**src/rtl/lc3_mem_access_ctrl.sv**
```systemverilog
// LC-3 memory access initiator: owns MAR/MDR and sequences a fixed-latency
// memory access, returning a one-cycle ready (R) pulse on completion.
module lc3_mem_access_ctrl #(
   parameter int unsigned ADDR_SIZE = 16,
   parameter int unsigned DATA_SIZE = 16,
   parameter int unsigned LATENCY   = 4
) (
   input  logic                 clk,
   input  logic                 rst_n,
   input  logic [DATA_SIZE-1:0] bus_in,
   input  logic                 ld_mar,
   input  logic                 ld_mdr,
   input  logic                 mio_en,
   input  logic                 r_w,
   input  logic [DATA_SIZE-1:0] mem_rdata,
   output logic [ADDR_SIZE-1:0] mem_addr,
   output logic [DATA_SIZE-1:0] mem_wdata,
   output logic                 mem_en,
   output logic                 mem_ctrl,
   output logic [ADDR_SIZE-1:0] mar_out,
   output logic [DATA_SIZE-1:0] mdr_out,
   output logic                 ready
);

   typedef enum logic [1:0] {StIdle, StAccess, StDone} state_e;

   state_e               state_q, state_d;
   logic [ADDR_SIZE-1:0] mar_q, mar_d;
   logic [DATA_SIZE-1:0] mdr_q, mdr_d;
   logic [ADDR_SIZE-1:0] addr_q, addr_d;
   logic [DATA_SIZE-1:0] wdata_q, wdata_d;
   logic                 en_q, en_d;
   logic                 ctrl_q, ctrl_d;
   logic                 ready_q, ready_d;
   logic [3:0]           cnt_q, cnt_d;

   always_comb begin
      state_d = state_q;
      mar_d   = mar_q;
      mdr_d   = mdr_q;
      addr_d  = addr_q;
      wdata_d = wdata_q;
      en_d    = en_q;
      ctrl_d  = ctrl_q;
      ready_d = 1'b0;
      cnt_d   = cnt_q;
      case (state_q)
         StIdle: begin
            if (ld_mar) mar_d = bus_in[ADDR_SIZE-1:0];
            if (ld_mdr) mdr_d = bus_in;
            // Access launches from the pre-edge MAR/MDR, not same-edge loads.
            if (mio_en) begin
               addr_d  = mar_q;
               wdata_d = mdr_q;
               ctrl_d  = r_w;
               en_d    = 1'b1;
               cnt_d   = 4'(LATENCY - 1);
               state_d = StAccess;
            end
         end
         StAccess: begin
            if (!mio_en) begin
               en_d    = 1'b0;
               ctrl_d  = 1'b0;
               state_d = StIdle;
            end else if (cnt_q != 4'd0) begin
               cnt_d = cnt_q - 4'd1;
            end else begin
               if (!ctrl_q) mdr_d = mem_rdata;
               en_d    = 1'b0;
               ctrl_d  = 1'b0;
               ready_d = 1'b1;
               state_d = StDone;
            end
         end
         StDone: begin
            if (ld_mar) mar_d = bus_in[ADDR_SIZE-1:0];
            if (ld_mdr) mdr_d = bus_in;
            state_d = StIdle;
         end
         default: state_d = StIdle;
      endcase
   end

   always_ff @(posedge clk or negedge rst_n) begin
      if (!rst_n) begin
         state_q <= StIdle;
         mar_q   <= '0;
         mdr_q   <= '0;
         addr_q  <= '0;
         wdata_q <= '0;
         en_q    <= 1'b0;
         ctrl_q  <= 1'b0;
         ready_q <= 1'b0;
         cnt_q   <= 4'd0;
      end else begin
         state_q <= state_d;
         mar_q   <= mar_d;
         mdr_q   <= mdr_d;
         addr_q  <= addr_d;
         wdata_q <= wdata_d;
         en_q    <= en_d;
         ctrl_q  <= ctrl_d;
         ready_q <= ready_d;
         cnt_q   <= cnt_d;
      end
   end

   assign mem_addr  = addr_q;
   assign mem_wdata = wdata_q;
   assign mem_en    = en_q;
   assign mem_ctrl  = ctrl_q;
   assign mar_out   = mar_q;
   assign mdr_out   = mdr_q;
   assign ready     = ready_q;

endmodule

```
**config.mk**
```make
export PLATFORM = sky130hd
export DESIGN_NAME = lc3_mem_access_ctrl
export DESIGN_NICKNAME = d
export VERILOG_FILES = /design/src/rtl/lc3_mem_access_ctrl.sv
export SDC_FILE = /design/constraint.sdc
export NUM_CORES = 1
export LEC_CHECK = 0
export ABC_AREA = 1
export CORE_MARGIN = 2
export CORE_UTILIZATION = 45
export DETAILED_ROUTE_END_ITERATION = 16
export MAX_ROUTING_LAYER = met4
export PLACE_DENSITY = 0.81
export SETUP_SLACK_MARGIN = 0.05
export SLEW_MARGIN = 0
export SYNTH_ARGS = -nofsm -noshare
export SYNTH_HDL_FRONTEND = slang
export SYNTH_SLANG_ARGS = --single-unit
export TNS_END_PERCENT = 50
```
**constraint.sdc**
```tcl
create_clock -name clk -period 2 [get_ports clk]
set_input_delay 0.4 -clock clk [delete_from_list [all_inputs] [get_ports clk]]
set_output_delay 0.4 -clock clk [all_outputs]
set_load 0.005 [all_outputs]
```
==> results of run 1 <==
[per-stage QoR]
step	std cells	util
2_1_floorplan	366	-
3_3_place_gp	541	0.631
3_5_place_dp	541	0.631
4_1_cts	557	0.658
5_1_grt	557	0.658
6_report	557	0.658
[worst register-to-register path, delay by kind of cell, from the launching register on]
| family | cells | cell delay (ps) |
|---|---|---|
| adder cells (fa/ha/maj) | 1 | 200 |
| buffers and inverters | 1 | 140 |
| flip-flops | 1 | 420 |
| AND/OR/NAND/NOR | 7 | 790 |
[cell usage after synthesis, drive strengths merged (2+ instances only)]
| master | number |
|---|---|
| ha | 2 |
| inv | 26 |
| nor2 | 5 |
| dfrtp | 73 |
| nand4 | 2 |
| buf | 8 |
| nand2 | 147 |
| clkbuf | 11 |
| o21ai | 36 |
| nand3 | 52 |
| nor3 | 2 |
[sequential cells by signal, summed over array words and instances (netlist names), 2 cells and up]
signal and flops:
mdr_out 16, cnt_q 4, state_q 2, mar_out 16, mem_wdata 16, mem_addr 16
[layer usage]
layer,global-route usage,vias to the layer above,share of wire
met5,-,-,0
met4,0.0881,0,0.016
met3,0.0360,14,0.061
met2,0.362,123,0.48
met1,0.317,1379,0.44
li1,-,1384,-
[logic make-up after synthesis]
family | share of synthesized area
adder cells (fa/ha/maj) | 0.00803
flip-flops | 0.586
AND/OR/NAND/NOR | 0.283
buffers and inverters | 0.0602
AO/OA/AOI/OAI | 0.0594
XOR/XNOR | 0.00281
[cell type report]
type	count	area (um^2)
multi-input cells	248	1100
inverters	26	97.6
repair buffers	114	1140
clock inverters	4	27.5
well taps	80	100
clock buffers	12	155
fillers	551	2310
flip-flops and latches	73	1830
[power groups by stage]
stage | Clock [mW] | Sequential, mW | Combinational, mW
floorplan | 0 | 2.39 | 0.741
global placement | 0 | 2.40 | 2.01
detailed placement | 0 | 2.41 | 2.09
CTS | 1.07 | 2.40 | 2.10
global route | 1.14 | 2.46 | 2.30
finish | 1.06 | 2.41 | 2.08
[worst max-delay path by stage]
stage	start	to	slack [ps]	cells after the start
after floorplan	cnt_q[0]$_DFFE_PN0P_	mdr_out[10]$_DFFE_PN0P_	620	10
after global placement	mio_en	cnt_q[2]$_DFFE_PN0P_	290	7
after detailed placement	mio_en	cnt_q[2]$_DFFE_PN0P_	170	7
after CTS	mdr_out[15]$_DFFE_PN0P_	mdr_out[15]	310	1
after global routing	cnt_q[0]$_DFFE_PN0P_	mdr_out[8]$_DFFE_PN0P_	210	9
final	mdr_out[15]$_DFFE_PN0P_	mdr_out[15]	330	1
[cells in the final DEF, fill, tap and decap left out, drive strengths merged]
cell and count:
inv 26, nor3 2, clkdlybuf4s50 103, nor2 5
o21ai 36, a21oi 1, nand4 2, ha 2
clkinv 1, clkinvlp 3, nand3 52, dfrtp 73
nand2 147, xor2 1, buf 11, clkbuf 12
==> impl_metrics.json, run 1 <==
{
  "holdWs_ps": 52.2,
  "yosysTopAreaCellShare": 0.586,
  "crit_type": "reg2out",
  "cp_max_fo": 3,
  "r2r-start": "cnt_q[0]$_DFFE_PN0P_",
  "hold_path_class": "in2async",
  "wire_per_inst_um": 15.1,
  "cts_tree": "done",
  "clock_skew_ps": 11.4,
  "fin_crit_sh": 0.835,
  "async_flop_share": 1.00,
  "cts_buffer_depth": 2,
  "switching_share": 0.327,
  "final.min_clock_period_ps": 1670,
  "reg2reg_slack_ps": 360,
  "track_usage": 0.235,
  "die_x_um": 87.2,
  "antenna_found_initial": 0,
  "cts_max_level": 3,
  "cts_buffers": 9,
  "insertion_delay_ps": 340,
  "post_cts_resized": 0,
  "grt_pass1_vias": 2747,
  "drv_slew": 0,
  "postRouteAntennaNets": 0,
  "tightest_slew_ps": 566,
  "die_area_um2": 7610,
  "worst_r2r_endpoint": "mdr_out[8]$_DFFE_PN0P_",
  "end_kind": "output pin",
  "rsz0062_at_grt": "no",
  "post_cts_buffers": 0,
  "power_frac_seq": 0.434,
  "crit_chain": "clkdlybuf4s50_1",
  "postCtsHoldBufs": 0,
  "fmax_mhz": 598,
  "grt_first_pass_wirelength_um": 13200,
  "rr_worst_depth": 9,
  "yosys.area.top_type": "dfrtp_1",
  "cts.root.buffer_cell": "clkbuf_8",
  "grt_max_degree": 45,
  "synth-edff-count": 0,
  "start_util": 0.461,
  "p_leak_nw": 2.21,
  "synth-main-ff-cell": "dfrtp_1",
  "required_ps": 1600,
  "coreArea_um2": 6760,
  "area_growth_pct": 42.7,
  "nNetsFinal": 512,
  "cp_top_family": "buffers and inverters",
  "cts.sinks": 73,
  "yosysSeqAreaShare": 0.586,
  "slew_headroom": 0.623,
  "pre_cts_ws_ps": 174,
  "drt_wl_total_um": 8410,
  "cp_slowest_cell": "clkdlybuf4s50_1",
  "port_buffers": 104,
  "maxCapViolCount": 0,
  "place_congestion": 0.864,
  "grt_overflow": 0,
  "critical_path_arrival_ps": 1270,
  "dr.first_iter.drc_count": 163,
  "syn-num-nets": 406,
  "clk_pin_slew_ps": 80,
  "synth.area.top_cells": "dfrtp_1, nand2_1, nand3_1",
  "vdd_drop_max_uv": 602,
  "cp_slowest_stage_delay_ps": 520,
  "clkPwrFrac": 0.191,
  "dpl.hpwl_um": 6080,
  "yosys_warnings": 0,
  "setup_tns_ps": 0,
  "finalHoldViolCount": 0,
  "ys_ff_latch": 73,
  "avgSynthCellArea_um2": 8.52,
  "dr_total_vias": 2900,
  "drive_gt1_frac": 0.0776,
  "p_int_mw": 3.73,
  "rows": 30,
  "drc_errors": 0,
  "num_io_pins": 105,
  "vias_per_cell": 5.21,
  "layout_setup_ws_ps": 329,
  "p_sw_mw": 1.81,
  "status": "completed",
  "synthDistinctLibCells": 21,
  "place_area_um2": 4270,
  "antenna_cells": 0,
  "die_h_um": 87.2,
  "cp_num_buf_inv": 1,
  "synth_area_um2": 3120,
  "pwr-share-comb": 0.375,
  "first_pass_iters": 5,
  "start_kind": "flop",
  "synthCells": 366,
  "power_density_nw_per_um2": 1250,
  "finalSetupViolCount": 0,
  "final_cell_area_um2": 4450,
  "fin_total_pwr_mw": 5.55
}
(Power assumes the default switching activity.)
==> run 2: changes to the inputs <==
==> constraint.sdc (replaced) <==
create_clock -name clk -period 1.65 [get_ports clk]
set_input_delay 0.33 -clock clk [delete_from_list [all_inputs] [get_ports clk]]
set_output_delay 0.33 -clock clk [all_outputs]
set_load 0.005 [all_outputs]
==> run 2 against run 1 <==
Sequential share of layout area shrank 1.7 points. Combinational power rose by 27%. Critical path depth did not move. First-iteration DRC count decreased by 1.8%. Via count is 1.1% higher. Non-clock buffer count increased by 17. Power increased by 29%. Die area unchanged. Clock power increased by 50%. Register-to-register slack lost 170 ps. Global-route usage increased by 0.43 points. Setup slack lost 270 ps. Largest cell class unchanged. Largest power group unchanged.
==> impl_metrics.json, run 2 (synthesis results as in run 1) <==
{
  "layout_setup_ws_ps": 62.8,
  "final.min_clock_period_ps": 1590,
  "cts_buffer_depth": 2,
  "dr_total_vias": 2932,
  "crit_type": "reg2out",
  "port_buffers": 104,
  "power_density_nw_per_um2": 1540,
  "start_util": 0.461,
  "die_h_um": 87.2,
  "vdd_drop_max_uv": 703,
  "pre_cts_ws_ps": 51.8,
  "r2r-start": "cnt_q[0]$_DFFE_PN0P_",
  "cp_max_fo": 3,
  "holdWs_ps": 468,
  "cp-endpoint": "mar_out[13]",
  "coreArea_um2": 6760,
  "grt_max_degree": 35,
  "status": "completed",
  "finalHoldViolCount": 0,
  "cp_top_family": "buffers and inverters",
  "drt_wl_total_um": 8530,
  "postRouteAntennaNets": 0,
  "drv_slew": 0,
  "start_kind": "flop",
  "cts_max_level": 3,
  "crit_chain": "clkdlybuf4s50_1",
  "cts.sinks": 73,
  "fmax_mhz": 630,
  "reg2reg_slack_ps": 190,
  "rsz0062_at_grt": "yes",
  "hold_path_class": "in2async",
  "track_usage": 0.239,
  "grt_overflow": 0,
  "grt_pass1_vias": 2870,
  "die_area_um2": 7610,
  "startpoint": "mar_out[13]$_DFFE_PN0P_",
  "die_x_um": 87.2,
  "wire_per_inst_um": 14.9,
  "num_io_pins": 105,
  "cp_slowest_stage_delay_ps": 520,
  "final_core_util": 0.687,
  "required_ps": 1320,
  "critical_path_arrival_ps": 1260,
  "antenna_found_initial": 0,
  "drive_gt1_frac": 0.113,
  "slew_headroom": 0.702,
  "insertion_delay_ps": 350,
  "dpl.hpwl_um": 6060,
  "maxCapViolCount": 0,
  "grt_first_pass_wirelength_um": 13500,
  "area_growth_pct": 48.9,
  "fin_crit_sh": 0.962,
  "cts_tree": "done",
  "setup_tns_ps": 0,
  "tightest_slew_ps": 447,
  "cts.root.buffer_cell": "clkbuf_8",
  "rr_worst_depth": 9,
  "p_leak_nw": 2.39,
  "dr.first_iter.drc_count": 160,
  "place_congestion": 0.819,
  "nNetsFinal": 529,
  "rows": 30,
  "clock_skew_ps": 10.2,
  "cp_slowest_cell": "clkdlybuf4s50_1",
  "drc_errors": 0,
  "antenna_cells": 0,
  "critical_path_depth": 1,
  "end_kind": "output pin",
  "clk_pin_slew_ps": 80,
  "mostFrequentLayoutCell": "nand2_1",
  "cp_num_buf_inv": 1,
  "layout_common_cells": "nand2_1, clkdlybuf4s50_1, dfrtp_1, nand3_1, o21ai_0",
  "first_pass_iters": 5,
  "cts_buffers": 9,
  "vias_per_cell": 5.11,
  "worst_r2r_endpoint": "mdr_out[13]$_DFFE_PN0P_",
  "finalSetupViolCount": 0
}
[run 2: cell types whose count changed in the layout (fill, tap and decap cells not counted), sizes merged]
cell / change
clkdlybuf4s50: -6
buf: +16
dlymetal6s2s: +6
clkinvlp: -2
dlygate4sd3: +1
clkbuf: -2
clkinv: +1
bufinv: +2
inv: +1
[run 2: cell type report]
type | count | area, um^2
timing repair buffer | 131 | 1280
sequential | 73 | 1830
clock inverter | 6 | 90.1
inverter | 26 | 97.6
fill | 545 | 2120
clock buffer | 10 | 138
multi-input combinational | 248 | 1100
tap | 80 | 100
[run 2: metrics by stage]
step / power (mW) / area, um^2 / std cells
final: 7.13 / 4640 / 574
after global routing: 7.61 / 4640 / 574
after CTS: 7.07 / 4560 / 565
after detailed placement: 5.47 / 4300 / 546
after global placement: 5.37 / 4300 / 546
after floorplan: 3.80 / 3120 / 366
[run 2: worst min path at each step]
stage	startpoint	to	slack [ps]
6_report	rst_n	mem_addr[2]$_DFFE_PN0P_	470
5_1_grt	rst_n	mem_addr[3]$_DFFE_PN0P_	500
4_1_cts	rst_n	mar_out[2]$_DFFE_PN0P_	480
3_5_place_dp	rst_n	mar_out[2]$_DFFE_PN0P_	310
3_3_place_gp	rst_n	mem_addr[2]$_DFFE_PN0P_	300
2_1_floorplan	rst_n	cnt_q[0]$_DFFE_PN0P_	30
[run 2: per-layer routing]
metal	global-route usage	up-vias	part of all wire
met2	0.384	118	0.49
met3	0.0445	10	0.064
met4	0.0741	0	0.012
met5	-	-	0
met1	0.311	1393	0.43
li1	-	1411	-
[run 2: report_power, final]
| group | internal, mW | switching (mW) | total (mW) |
|---|---|---|---|
| clock network | 0.897 | 0.690 | 1.59 |
| logic | 1.55 | 1.09 | 2.64 |
| registers | 2.43 | 0.472 | 2.91 |
[run 2: repair_timing]
| action | in CTS | in global routing |
|---|---|---|
| hold endpoints to repair | 32 | 0 |
| cloned | 0 | 0 |
| endpoints found under the setup margin | 4 | 51 |
| pin swaps | 0 | 1 |
| setup buffers | 2 | 9 |
| resized for setup | 0 | 8 |
| hold buffers | 1 | 0 |
[run 2: worst register-to-register path: cells and delay by family, from the launching register on]
kind	cells	cell delay [ps]
adders and majority gates	1	170
buffers and inverters	1	90
DFF	1	400
and+or+nand+nor	7	690
